[src/rtl/cordic_pkg.sv]
// Shared definitions for the CORDIC iteration controller: FSM states,
// system/mode encodings and the hyperbolic repeat schedule.
package cordic_pkg;

  typedef enum logic [1:0] {
    ST_IDLE = 2'd0,
    ST_RUN  = 2'd1,
    ST_DONE = 2'd2
  } state_t;

  localparam logic SYS_CIRCULAR   = 1'b1;
  localparam logic SYS_HYPERBOLIC = 1'b0;
  localparam logic MODE_ROTATION  = 1'b1;
  localparam logic MODE_VECTORING = 1'b0;

  localparam int ITER_W = 5;

  // Hyperbolic CORDIC must repeat these indices to keep converging.
  localparam logic [ITER_W-1:0] HYP_REPEAT_A = 5'd4;
  localparam logic [ITER_W-1:0] HYP_REPEAT_B = 5'd13;
  localparam logic [ITER_W-1:0] IDX_MAX      = 5'd31;

  // Hyperbolic shift index for a given step: starts at 1, and each repeat
  // index that has been passed pulls the sequence back by one.
  function automatic logic [ITER_W-1:0] hyp_index(input logic [ITER_W-1:0] step);
    logic [ITER_W:0] idx;
    idx = {1'b0, step} + 6'd1;
    if (step >= HYP_REPEAT_A) idx = idx - 6'd1;
    if (step > HYP_REPEAT_B)  idx = idx - 6'd1;
    return (idx > {1'b0, IDX_MAX}) ? IDX_MAX : idx[ITER_W-1:0];
  endfunction

endpackage

[src/rtl/cordic_iter_map.sv]
// Maps the controller step counter to the shift/angle-table index
// presented to the single-step CORDIC core.
module cordic_iter_map
  import cordic_pkg::*;
(
  input  logic [ITER_W-1:0] i_step,
  input  logic              i_system,
  output logic [ITER_W-1:0] o_idx
);

  // NOTE: a single continuous assignment covers every input combination,
  // so there is no procedural path that could leave o_idx unassigned.
  assign o_idx = (i_system == SYS_CIRCULAR) ? i_step : hyp_index(i_step);

endmodule

[src/rtl/cordic_controller.sv]
// Sequences one CORDIC operation through an external combinational step core.
// Define CORDIC_OVF_ABORT_EN to end an operation early on core overflow.
module cordic_controller
  import cordic_pkg::*;
#(
  parameter int p_WIDTH = 32,
  parameter int p_ITER  = 25
) (
  input  logic               i_clk,
  input  logic               i_rst_n,
  input  logic               i_valid,
  input  logic [p_WIDTH-1:0] i_x,
  input  logic [p_WIDTH-1:0] i_y,
  input  logic [p_WIDTH-1:0] i_z,
  input  logic               i_system,
  input  logic               i_mode,
  output logic               o_ready,
  output logic [p_WIDTH-1:0] o_core_x,
  output logic [p_WIDTH-1:0] o_core_y,
  output logic [p_WIDTH-1:0] o_core_z,
  output logic [4:0]         o_core_iter,
  output logic               o_core_system,
  output logic               o_core_mode,
  input  logic [p_WIDTH-1:0] i_core_x,
  input  logic [p_WIDTH-1:0] i_core_y,
  input  logic [p_WIDTH-1:0] i_core_z,
  input  logic               i_core_ovf,
  output logic               o_valid,
  output logic [p_WIDTH-1:0] o_x,
  output logic [p_WIDTH-1:0] o_y,
  output logic [p_WIDTH-1:0] o_z,
  output logic               o_ovf,
  input  logic               i_ready
);

`ifdef CORDIC_OVF_ABORT_EN
  localparam bit OVF_ABORT = 1'b1;
`else
  localparam bit OVF_ABORT = 1'b0;
`endif

  localparam logic [ITER_W-1:0] LAST_STEP = ITER_W'(p_ITER - 1);

  state_t              state_q;
  logic [ITER_W-1:0]   step_q;
  logic [p_WIDTH-1:0]  x_q, y_q, z_q;
  logic                sys_q, mode_q;
  logic                ovf_q, ready_q, valid_q;
  logic [ITER_W-1:0]   map_idx;

  cordic_iter_map u_iter_map (
    .i_step   (step_q),
    .i_system (sys_q),
    .o_idx    (map_idx)
  );

  // NOTE: every register here is written with non-blocking assignments so
  // all of them sample pre-edge values, independent of statement order.
  always_ff @(posedge i_clk or negedge i_rst_n) begin
    if (!i_rst_n) begin
      // NOTE: the working registers are ordinary flops, not a memory array,
      // so they are reset and o_core_* shows a defined zero after reset.
      state_q <= ST_IDLE;
      step_q  <= '0;
      x_q     <= '0;
      y_q     <= '0;
      z_q     <= '0;
      sys_q   <= 1'b0;
      mode_q  <= 1'b0;
      ovf_q   <= 1'b0;
      ready_q <= 1'b1;
      valid_q <= 1'b0;
    end else begin
      case (state_q)
        ST_IDLE: begin
          if (i_valid && ready_q) begin
            x_q     <= i_x;
            y_q     <= i_y;
            z_q     <= i_z;
            sys_q   <= i_system;
            mode_q  <= i_mode;
            step_q  <= '0;
            ovf_q   <= 1'b0;
            ready_q <= 1'b0;
            state_q <= ST_RUN;
          end
        end

        ST_RUN: begin
          if (OVF_ABORT && i_core_ovf) begin
            // Discard the overflowed step; keep the last good values.
            ovf_q   <= 1'b1;
            valid_q <= 1'b1;
            state_q <= ST_DONE;
          end else begin
            x_q    <= i_core_x;
            y_q    <= i_core_y;
            z_q    <= i_core_z;
            step_q <= step_q + 1'b1;
            if (i_core_ovf) ovf_q <= 1'b1;
            if (step_q == LAST_STEP) begin
              valid_q <= 1'b1;
              state_q <= ST_DONE;
            end
          end
        end

        ST_DONE: begin
          if (i_ready) begin
            valid_q <= 1'b0;
            ready_q <= 1'b1;
            state_q <= ST_IDLE;
          end
        end

        default: begin
          valid_q <= 1'b0;
          ready_q <= 1'b1;
          state_q <= ST_IDLE;
        end
      endcase
    end
  end

  assign o_ready       = ready_q;
  assign o_valid       = valid_q;
  assign o_core_x      = x_q;
  assign o_core_y      = y_q;
  assign o_core_z      = z_q;
  assign o_core_system = sys_q;
  assign o_core_mode   = mode_q;
  assign o_core_iter   = (state_q == ST_RUN) ? map_idx : '0;
  assign o_x           = x_q;
  assign o_y           = y_q;
  assign o_z           = z_q;
  assign o_ovf         = ovf_q;

endmodule

[config.mk]
export PLATFORM = sky130hd
export DESIGN_NAME = cordic_controller
export DESIGN_NICKNAME = d
export VERILOG_FILES = /design/src/rtl/cordic_pkg.sv /design/src/rtl/cordic_iter_map.sv /design/src/rtl/cordic_controller.sv
export SDC_FILE = /design/constraint.sdc
export NUM_CORES = 1
export LEC_CHECK = 0
export BUFFER_PORTS_ARGS = -buffer_cell sky130_fd_sc_hd__buf_2
export CELL_PAD_IN_SITES_DETAIL_PLACEMENT = 1
export CELL_PAD_IN_SITES_GLOBAL_PLACEMENT = 2
export CORE_MARGIN = 2
export CORE_UTILIZATION = 28
export DETAILED_ROUTE_END_ITERATION = 12
export GPL_ROUTABILITY_DRIVEN = 0
export MAX_ROUTING_LAYER = met4
export PLACE_DENSITY_LB_ADDON = 0.25
export SLEW_MARGIN = 20
export SYNTH_ARGS = -nofsm -noshare
export SYNTH_HDL_FRONTEND = slang
export SYNTH_HIERARCHICAL = 1
export SYNTH_SLANG_ARGS = --single-unit
[constraint.sdc]
create_clock -name i_clk -period 5.1 [get_ports i_clk]
set_input_delay 0.765 -clock i_clk [delete_from_list [all_inputs] [get_ports i_clk]]
set_output_delay 0.765 -clock i_clk [all_outputs]
set_load 0.05 [all_outputs]
==> results of run 1 <==
-- power breakdown --
part | switching, W | internal, W | leakage, nW
Clock | 0.000309 | 0.000481 | 0.157
Combinational | 0.0000488 | 0.0000859 | 3.25
Sequential | 0 | 0.000856 | 1.47
-- cell type report --
type / count / area (um^2) / share of cell area
diodes: 1 / 2.50 / 0.000297
clock buffers: 12 / 236 / 0.0281
clock inverters: 4 / 97.6 / 0.0116
inverters: 7 / 26.3 / 0.00312
multi-input cells: 277 / 2920 / 0.347
flip-flops and latches: 108 / 2700 / 0.321
well taps: 313 / 392 / 0.0465
repair buffers: 405 / 2040 / 0.243
-- cells in the final DEF (no fill, tap or decap), drive strengths merged, types with 3 or more instances in the layout --
cell type	instances
a21o	4
and2	5
nor3	4
xor2	4
o21ai	7
nand2	6
nand2b	3
bufinv	3
xnor2	4
inv	7
ha	6
a21oi	6
nor2	7
dfrtp	107
mux2	194
nand3	3
buf	405
clkbuf	12
-- per-layer routing --
metal  global-route usage  up-vias  part of all wire
met3               0.0307       16             0.068
met2                0.280      223              0.54
li1                     -     2281                 -
met4               0.0446        0             0.013
met5                    -        -                 0
met1                0.160     2329              0.38
-- state kept, by name, summed over array words and instances, names as in the netlist --
name / count
o_valid: 1
o_ready: 1
o_core_y: 32
o_core_mode: 1
o_core_x: 32
o_core_z: 32
state_q: 2
o_core_system: 1
step_q: 5
o_ovf: 1
-- Yosys cell counts, drive strengths merged, types with 2 or more instances --
| cell | instances |
|---|---|
| nor2b | 2 |
| buf | 122 |
| o22ai | 2 |
| and2 | 5 |
| a21o | 4 |
| ha | 6 |
| mux2 | 194 |
| a31oi | 2 |
| nand3 | 3 |
| a21oi | 6 |
| nor3 | 4 |
| nand2b | 3 |
| a311oi | 2 |
| and3 | 2 |
| nor2 | 7 |
| dfrtp | 107 |
| xor2 | 4 |
| xnor2 | 4 |
| o21ai | 7 |
| o22a | 2 |
| o211ai | 2 |
| nand2 | 6 |
| inv | 7 |
-- logic make-up (layout without fill, tap and decap cells) --
family / after synthesis / after routing
adders and majority gates: 6 / 6
buffers and inverters: 129 / 428
AOI/OAI and AO/OA: 33 / 33
other: 0 / 1
and+or+nand+nor: 35 / 35
xor gates and xnor gates: 8 / 8
muxes: 195 / 195
DFF: 108 / 108
-- through the flow --
stage               instances  setup WS [ns]  total power (W)  area (um^2)  hold WS [ns]
CTS                      1126           1.40          0.00182         8420         0.480
global placement         1110           1.88          0.00101         8080         0.471
floorplan                 514           2.05         0.000912         6530         0.469
global route             1127           1.18          0.00187         8420         0.511
detailed placement       1110           1.81          0.00101         8080         0.470
finish                   1127           1.41          0.00178         8420         0.454
-- path summary, 6_finish.rpt --
check                            from              to  slack, ns  depth (start not counted)
setup / recovery            step_q[0]  o_core_iter[2]       1.41                          9
hold / removal                i_rst_n     o_core_z[1]       0.45                          1
setup reg to reg           state_q[1]    o_core_x[10]       2.93                          4
hold reg to reg               o_valid         o_valid       0.48                          1
max in group asynchronous     i_rst_n     o_core_y[7]       3.45                          2
min in group i_clk            o_valid         o_valid       0.48                          1
==> results_dict.tcl, run 1 <==
set metrics [dict create \
    clkTransAtPathRegs_ns 0.07 \
    cts_setup_buffers 0 \
    root_buffer "clkbuf_16" \
    synth_area_leaders "dfrtp_1, mux2_2, buf_4" \
    synth_flop_cell "dfrtp_1" \
    cts_buffers 9 \
    cpMaxStageDelayCell "dfrtp_1" \
    rows 55 \
    crit_path_max_incr_delay_ns 0.61 \
    synth_mux_area_frac 0.357 \
    fin_crit_sh 0.723 \
    initial_core_util 0.287 \
    core_region_area_um2 22800 \
    syn-num-nets 719 \
    grt_pass1_vias 5205 \
    syn_area_per_cell_um2 12.7 \
    critPathCaptureType "output port" \
    hold_path_class "input pin to async pin" \
    grt_first_pass_wirelength_um 28000 \
    grt_max_degree 58 \
    vias 4849 \
    netlist_area_um2 6530 \
    synth_cell_type_count 41 \
    synth_top_family_by_area "multiplexers" \
    final_core_util 0.370 \
    slew_violations 0 \
    cp_cell_sequence "inv_1, ha_1, xor2_1, ha_1, and3_1, a311oi_1, a31oi_1, and2_1, buf_2" \
    path_class "register to output port" \
    hold_violations 0 \
    ys_warn_count 6 \
    grt-ovfl-total 0 \
    worstPathRequired_ns 4.34 \
    h-tree-depth 3 \
    grtUsageTotal 0.150 \
    drtIter0Drc 174 \
    startpoint_type "register" \
    post_cts_resized 0 \
    crit_arrival_ns 2.92 \
    first_pass_iters 4 \
    clock_tree.buffer_depth 2 \
    powerDensity_nw_per_um2 211 \
    critical_path.top_delay_family "adder cells" \
    viasPerCell 4.30 \
    rsz0062_at_grt "no" \
    tns_ns 0 \
    yosys.area_share.xor_xnor 0.0107 \
    fin_skew_ns 0.00800 \
    io_pins 401 \
    fill_cells 2624 \
    power.leakage_nw 4.88 \
    synth_compound_area_frac 0.0347 \
    postSynthCellCount 514 \
    crit_fanout 13 \
    outcome "complete, no violations" \
    final_nets 1013 \
    drive_gt1_frac 0.763 \
    die_x_um 157 \
    drc_errors 0 \
    drv_cap 0 \
    cts.sink_count 108 \
    synth_edf_count 0 \
    ant_nets 0 \
    min_period_ns 3.69 \
    areaGrowthSynthToFinish_pct 29.0 \
    synth_fa_ha_area_frac 0.0115 \
    holdBufCountCts 0 \
    io_buffer_count 400 \
    synth-simple-area-share 0.0324 \
    cts_tree "done" \
    yosysSeqAreaShare 0.414 \
    max_freq_mhz 271 \
    wirelength_um 18600 \
    dpl.hpwl_um 15200 \
    antenna_found_initial 1 \
    synth.top_cell.area_share 0.410 \
    tightest_slew_ns 0.741 \
    die_area_um2 24500 \
    cpMostUsedCell "ha_1" \
    clk_latency_ns 0.35 \
    die_h_um 157 \
    ys_seq_elements 108 \
    synth_top_area_cell "dfrtp_1" \
    vdd_ir_drop_max_mv 0.106 \
    ys_async_sr_fraction 1.00 \
    finalSetupViolCount 0 \
    slew_headroom 0.506 \
    cp_num_buf_inv 2 \
    wl_per_cell_um 16.5 \
]
Note: power is estimated with default switching activity, not from simulation.
==> run 2, diff against run 1 <==
--- a/config.mk
+++ b/config.mk
@@ -9,7 +9,7 @@
 export CELL_PAD_IN_SITES_DETAIL_PLACEMENT = 1
 export CELL_PAD_IN_SITES_GLOBAL_PLACEMENT = 2
 export CORE_MARGIN = 2
-export CORE_UTILIZATION = 28
+export CORE_UTILIZATION = 26
 export DETAILED_ROUTE_END_ITERATION = 12
 export GPL_ROUTABILITY_DRIVEN = 0
 export MAX_ROUTING_LAYER = met4
==> constraint.sdc (replaced) <==
create_clock -name i_clk -period 3.65 [get_ports i_clk]
set_input_delay 0.5475 -clock i_clk [delete_from_list [all_inputs] [get_ports i_clk]]
set_output_delay 0.5475 -clock i_clk [all_outputs]
set_load 0.05 [all_outputs]
==> results_dict.tcl, run 2 (synthesis results as in run 1) <==
set metrics [dict create \
    outcome "complete, no violations" \
    antenna_cells 0 \
    worstPathRequired_ns 3.10 \
    finalSetupViolCount 0 \
    multi_input_comb_area_um2 2920 \
    path_class "register to output port" \
    critPathCaptureType "output port" \
    vias 4939 \
    rows 57 \
    die_h_um 162 \
    min_period_ns 3.36 \
    antenna_found_initial 0 \
    io_pins 401 \
    drc_errors 0 \
    first_pass_iters 4 \
    vdd_ir_drop_max_mv 0.153 \
    crit_arrival_ns 2.81 \
    dpl.hpwl_um 15100 \
    grt_max_degree 77 \
    cts_setup_buffers 0 \
    ant_nets 0 \
    max_freq_mhz 298 \
    root_buffer "clkbuf_16" \
    hold_slack_ns 0.228 \
    crit_fanout 13 \
    startpoint_type "register" \
    grtUsageTotal 0.144 \
    io_buffer_count 400 \
    clkTransAtPathRegs_ns 0.07 \
    cpMaxStageDelayCell "dfrtp_2" \
    cp_cell_sequence "inv_1, ha_1, xor2_1, ha_1, and3_1, a311oi_1, a31oi_1, and2_1, buf_2" \
    crit_path_max_incr_delay_ns 0.52 \
    clk_latency_ns 0.35 \
    drv_cap 0 \
    powerDensity_nw_per_um2 276 \
    hold_violations 0 \
    cts_buffers 9 \
    initial_core_util 0.267 \
    tns_ns 0 \
    h-tree-depth 3 \
    regArea_um2 2710 \
    slew_violations 0 \
    power.leakage_nw 4.85 \
    hold_path_class "input pin to async pin" \
    clock_tree.buffer_depth 2 \
    rsz0062_at_grt "no" \
    fin_skew_ns 0.00928 \
    areaGrowthSynthToFinish_pct 28.5 \
    slew_headroom 0.439 \
    final_common_cell "buf_2" \
    critical_path.top_delay_family "adder cells" \
    cts.sink_count 108 \
    fill_cells 2836 \
    wirelength_um 19000 \
    viasPerCell 4.34 \
    drtIter0Drc 158 \
    final_nets 1015 \
    core_region_area_um2 24500 \
    final_cell_mix "buf_2, mux2_2, dfrtp_1" \
    cp_num_buf_inv 2 \
    cpMostUsedCell "ha_1" \
    grt-ovfl-total 0 \
    tightest_slew_ns 0.842 \
    wl_per_cell_um 16.7 \
    die_x_um 162 \
    die_area_um2 26400 \
    cts_tree "done" \
    grt_first_pass_wirelength_um 29100 \
    drive_gt1_frac 0.766 \
    fin_crit_sh 0.921 \
    grt_pass1_vias 5297 \
]
## run 2: cell types whose count changed in the layout (fill, tap and decap cells not counted), sizes merged
cell      previous run  this run
buf                405       407
bufinv               3         0
clkbuf              12        11
clkinv               0         1
clkinvlp             1         4
diode                1         0
## run 2: path summary, 6_finish.rpt
path / slack, ns / startpoint / cells after the start / to
worst min-delay path: 0.23 / i_rst_n / 1 / o_core_y[26]
worst max register to register: 1.46 / state_q[1] / 5 / o_core_y[3]
worst min register to register: 0.50 / o_valid / 1 / o_valid
min in group i_clk: 0.42 / i_core_ovf / 3 / o_ovf
max in group asynchronous: 2.63 / i_rst_n / 2 / o_core_x[19]
worst max-delay path: 0.29 / step_q[0] / 9 / o_core_iter[2]
## run 2: timing repair
item / in CTS / in global routing
endpoints found under the setup margin: 0 / 2
hold buffers: 0 / 0
resized for setup: 0 / 1
## run 2: per-stage QoR
stage,utilization,total power (W),setup slack (ns),cells,instance area [um^2]
floorplan,-,0.00127,0.819,514,6530
global placement,0.332,0.00141,0.691,1123,8110
detailed placement,0.332,0.00141,0.535,1123,8110
CTS,0.343,0.00238,0.121,1139,8380
global route,0.343,0.00245,0.162,1139,8390
finish,0.343,0.00231,0.289,1139,8390
## run 2: area by class of cell
type / instances / area share
Clock inverter: 5 / 0.00462
Multi-Input combinational cell: 277 / 0.348
Timing Repair Buffer: 407 / 0.246
Inverter: 7 / 0.00313
Clock buffer: 11 / 0.0277
Sequential cell: 108 / 0.323
Tap cell: 324 / 0.0483
## run 2: metal layers
layer | track usage | share of wire | vias to the layer above
met5 | - | 0 | -
met4 | 0.0451 | 0.015 | 0
met3 | 0.0280 | 0.075 | 20
met2 | 0.267 | 0.54 | 239
met1 | 0.156 | 0.37 | 2388
li1 | - | - | 2292
## run 2: where the power goes
part	internal (W)	switching (W)
sequential	0.00120	0
clock	0.000466	0.000463
combinational	0.000121	0.0000692
## run 2: worst register-to-register path, stage by stage (launching register included)
cell	delay, ns
dfrtp_1	0.51
nor2b_4	0.16
buf_4	0.26
buf_4	0.44
mux2_2	0.44
mux2_2	0.27
==> run 3, diff against run 2 <==
--- a/config.mk
+++ b/config.mk
@@ -10,8 +10,10 @@
 export CELL_PAD_IN_SITES_GLOBAL_PLACEMENT = 2
 export CORE_MARGIN = 2
 export CORE_UTILIZATION = 26
+export CTS_CLUSTER_SIZE = 14
 export DETAILED_ROUTE_END_ITERATION = 12
 export GPL_ROUTABILITY_DRIVEN = 0
+export HOLD_SLACK_MARGIN = 0.1
 export MAX_ROUTING_LAYER = met4
 export PLACE_DENSITY_LB_ADDON = 0.25
 export SLEW_MARGIN = 20
==> constraint.sdc (replaced) <==
create_clock -name i_clk -period 3.35 [get_ports i_clk]
set_input_delay 0.5025 -clock i_clk [delete_from_list [all_inputs] [get_ports i_clk]]
set_output_delay 0.5025 -clock i_clk [all_outputs]
set_load 0.05 [all_outputs]
==> results_dict.tcl, run 3 (synthesis results as in run 1) <==
set metrics [dict create \
    outcome "complete, no violations" \
    startpoint_type "register" \
    clkTransAtPathRegs_ns 0.08 \
    grtUsageTotal 0.140 \
    power_w 0.00264 \
    drtIter0Drc 154 \
    antenna_found_initial 0 \
    tns_ns 0 \
    drive_gt1_frac 0.767 \
    cts_setup_buffers 0 \
    dpl.hpwl_um 15100 \
    final_cell_mix "buf_2, mux2_2, dfrtp_1" \
    areaGrowthSynthToFinish_pct 29.6 \
    io_buffer_count 400 \
    power.leakage_nw 4.88 \
    grt_pass1_vias 5135 \
    final_core_util 0.346 \
    vias 4919 \
    grt-ovfl-total 0 \
    cts_tree "done" \
    worstPathRequired_ns 2.85 \
    drc_errors 0 \
    max_freq_mhz 318 \
    layout.cells.non_filler 1138 \
    hold_violations 0 \
    fin_crit_sh 0.940 \
    r2r_slack_ns 1.31 \
    clock_tree.buffer_depth 2 \
    cp_num_buf_inv 2 \
    vdd_ir_drop_max_mv 0.241 \
    final_common_cell "buf_2" \
    cpMaxStageDelayCell "dfrtp_2" \
    h-tree-depth 3 \
    die_h_um 162 \
    crit_path_max_incr_delay_ns 0.46 \
    core_region_area_um2 24500 \
    rows 57 \
    hold_slack_ns 0.187 \
    ant_nets 0 \
    rsz0062_at_grt "no" \
    fin_skew_ns 0.00953 \
    crit_fanout 7 \
    clk_latency_ns 0.35 \
    cts_buffers 9 \
    cts.sink_count 108 \
    cp_cell_sequence "inv_2, ha_2, nor2b_4, xnor2_1, a211o_1, a31oi_1, o22a_1, and2_1, buf_2" \
    die_area_um2 26400 \
    antenna_cells 0 \
    crit_arrival_ns 2.64 \
    grt_first_pass_wirelength_um 28100 \
    holdBufCountCts 0 \
    initial_core_util 0.267 \
    drv_cap 0 \
    slew_headroom 0.444 \
    path_class "register to output port" \
    final_nets 1014 \
    place_inst 1122 \
    grt_max_degree 57 \
    io_pins 401 \
    tightest_slew_ns 0.834 \
    hold_path_class "input pin to async pin" \
    critPathCaptureType "output port" \
    wirelength_um 18800 \
    wl_per_cell_um 16.5 \
    critical_path.top_delay_family "compound AO/OA/AOI/OAI gates" \
    post_cts_resized 0 \
    powerDensity_nw_per_um2 313 \
    viasPerCell 4.32 \
    first_pass_iters 4 \
    die_x_um 162 \
    root_buffer "clkbuf_16" \
    fill_cells 2789 \
    min_period_ns 3.15 \
    finalSetupViolCount 0 \
    slew_violations 0 \
]
[run 3: cell count changes in the layout (fill, tap and decap cells not counted), moves of 2 or more]
| cell | before | now |
|---|---|---|
| clkinvlp_4 | 4 | 1 |
| buf_12 | 0 | 3 |
| bufinv_16 | 0 | 2 |
| buf_4 | 7 | 4 |
[run 3: layout make-up]
cell class,instances,area (um^2),share of cell area
Timing Repair Buffer,406,2090,0.247
Tap cell,324,405,0.0479
Inverter,7,26.3,0.00311
Multi-Input combinational cell,277,2920,0.345
Sequential cell,108,2710,0.320
Clock buffer,12,236,0.0280
Clock inverter,4,76.3,0.00903
[run 3: worst paths after layout]
| path | startpoint | end | cells past startpoint |
|---|---|---|---|
| min in group i_clk | i_core_ovf | o_ovf | 3 |
| worst max register to register | o_ready | o_core_z[18] | 4 |
| worst min register to register | o_valid | o_valid | 1 |
| worst min-delay path | i_rst_n | o_core_y[26] | 1 |
| max in group asynchronous | i_rst_n | o_ready | 2 |
| worst max-delay path | step_q[1] | o_core_iter[3] | 9 |
[run 3: metal layers]
layer	track usage	vias up	part of all wire
li1	-	2286	-
met1	0.151	2378	0.38
met2	0.261	239	0.54
met3	0.0300	16	0.074
met4	0.0338	0	0.012
met5	-	-	0
[run 3: through the flow]
stage | instance area [um^2] | worst slack, ns
2_1_floorplan | 6530 | 0.564
3_3_place_gp | 8140 | 0.619
3_5_place_dp | 8140 | 0.455
4_1_cts | 8450 | 0.0546
5_1_grt | 8460 | 0.0431
6_report | 8460 | 0.203
[run 3: where the power goes]
part           internal, W  total, W  switching, W
Sequential         0.00130   0.00130             0
Clock             0.000660   0.00113      0.000474
Combinational     0.000132  0.000208     0.0000753
Total              0.00209   0.00264      0.000549
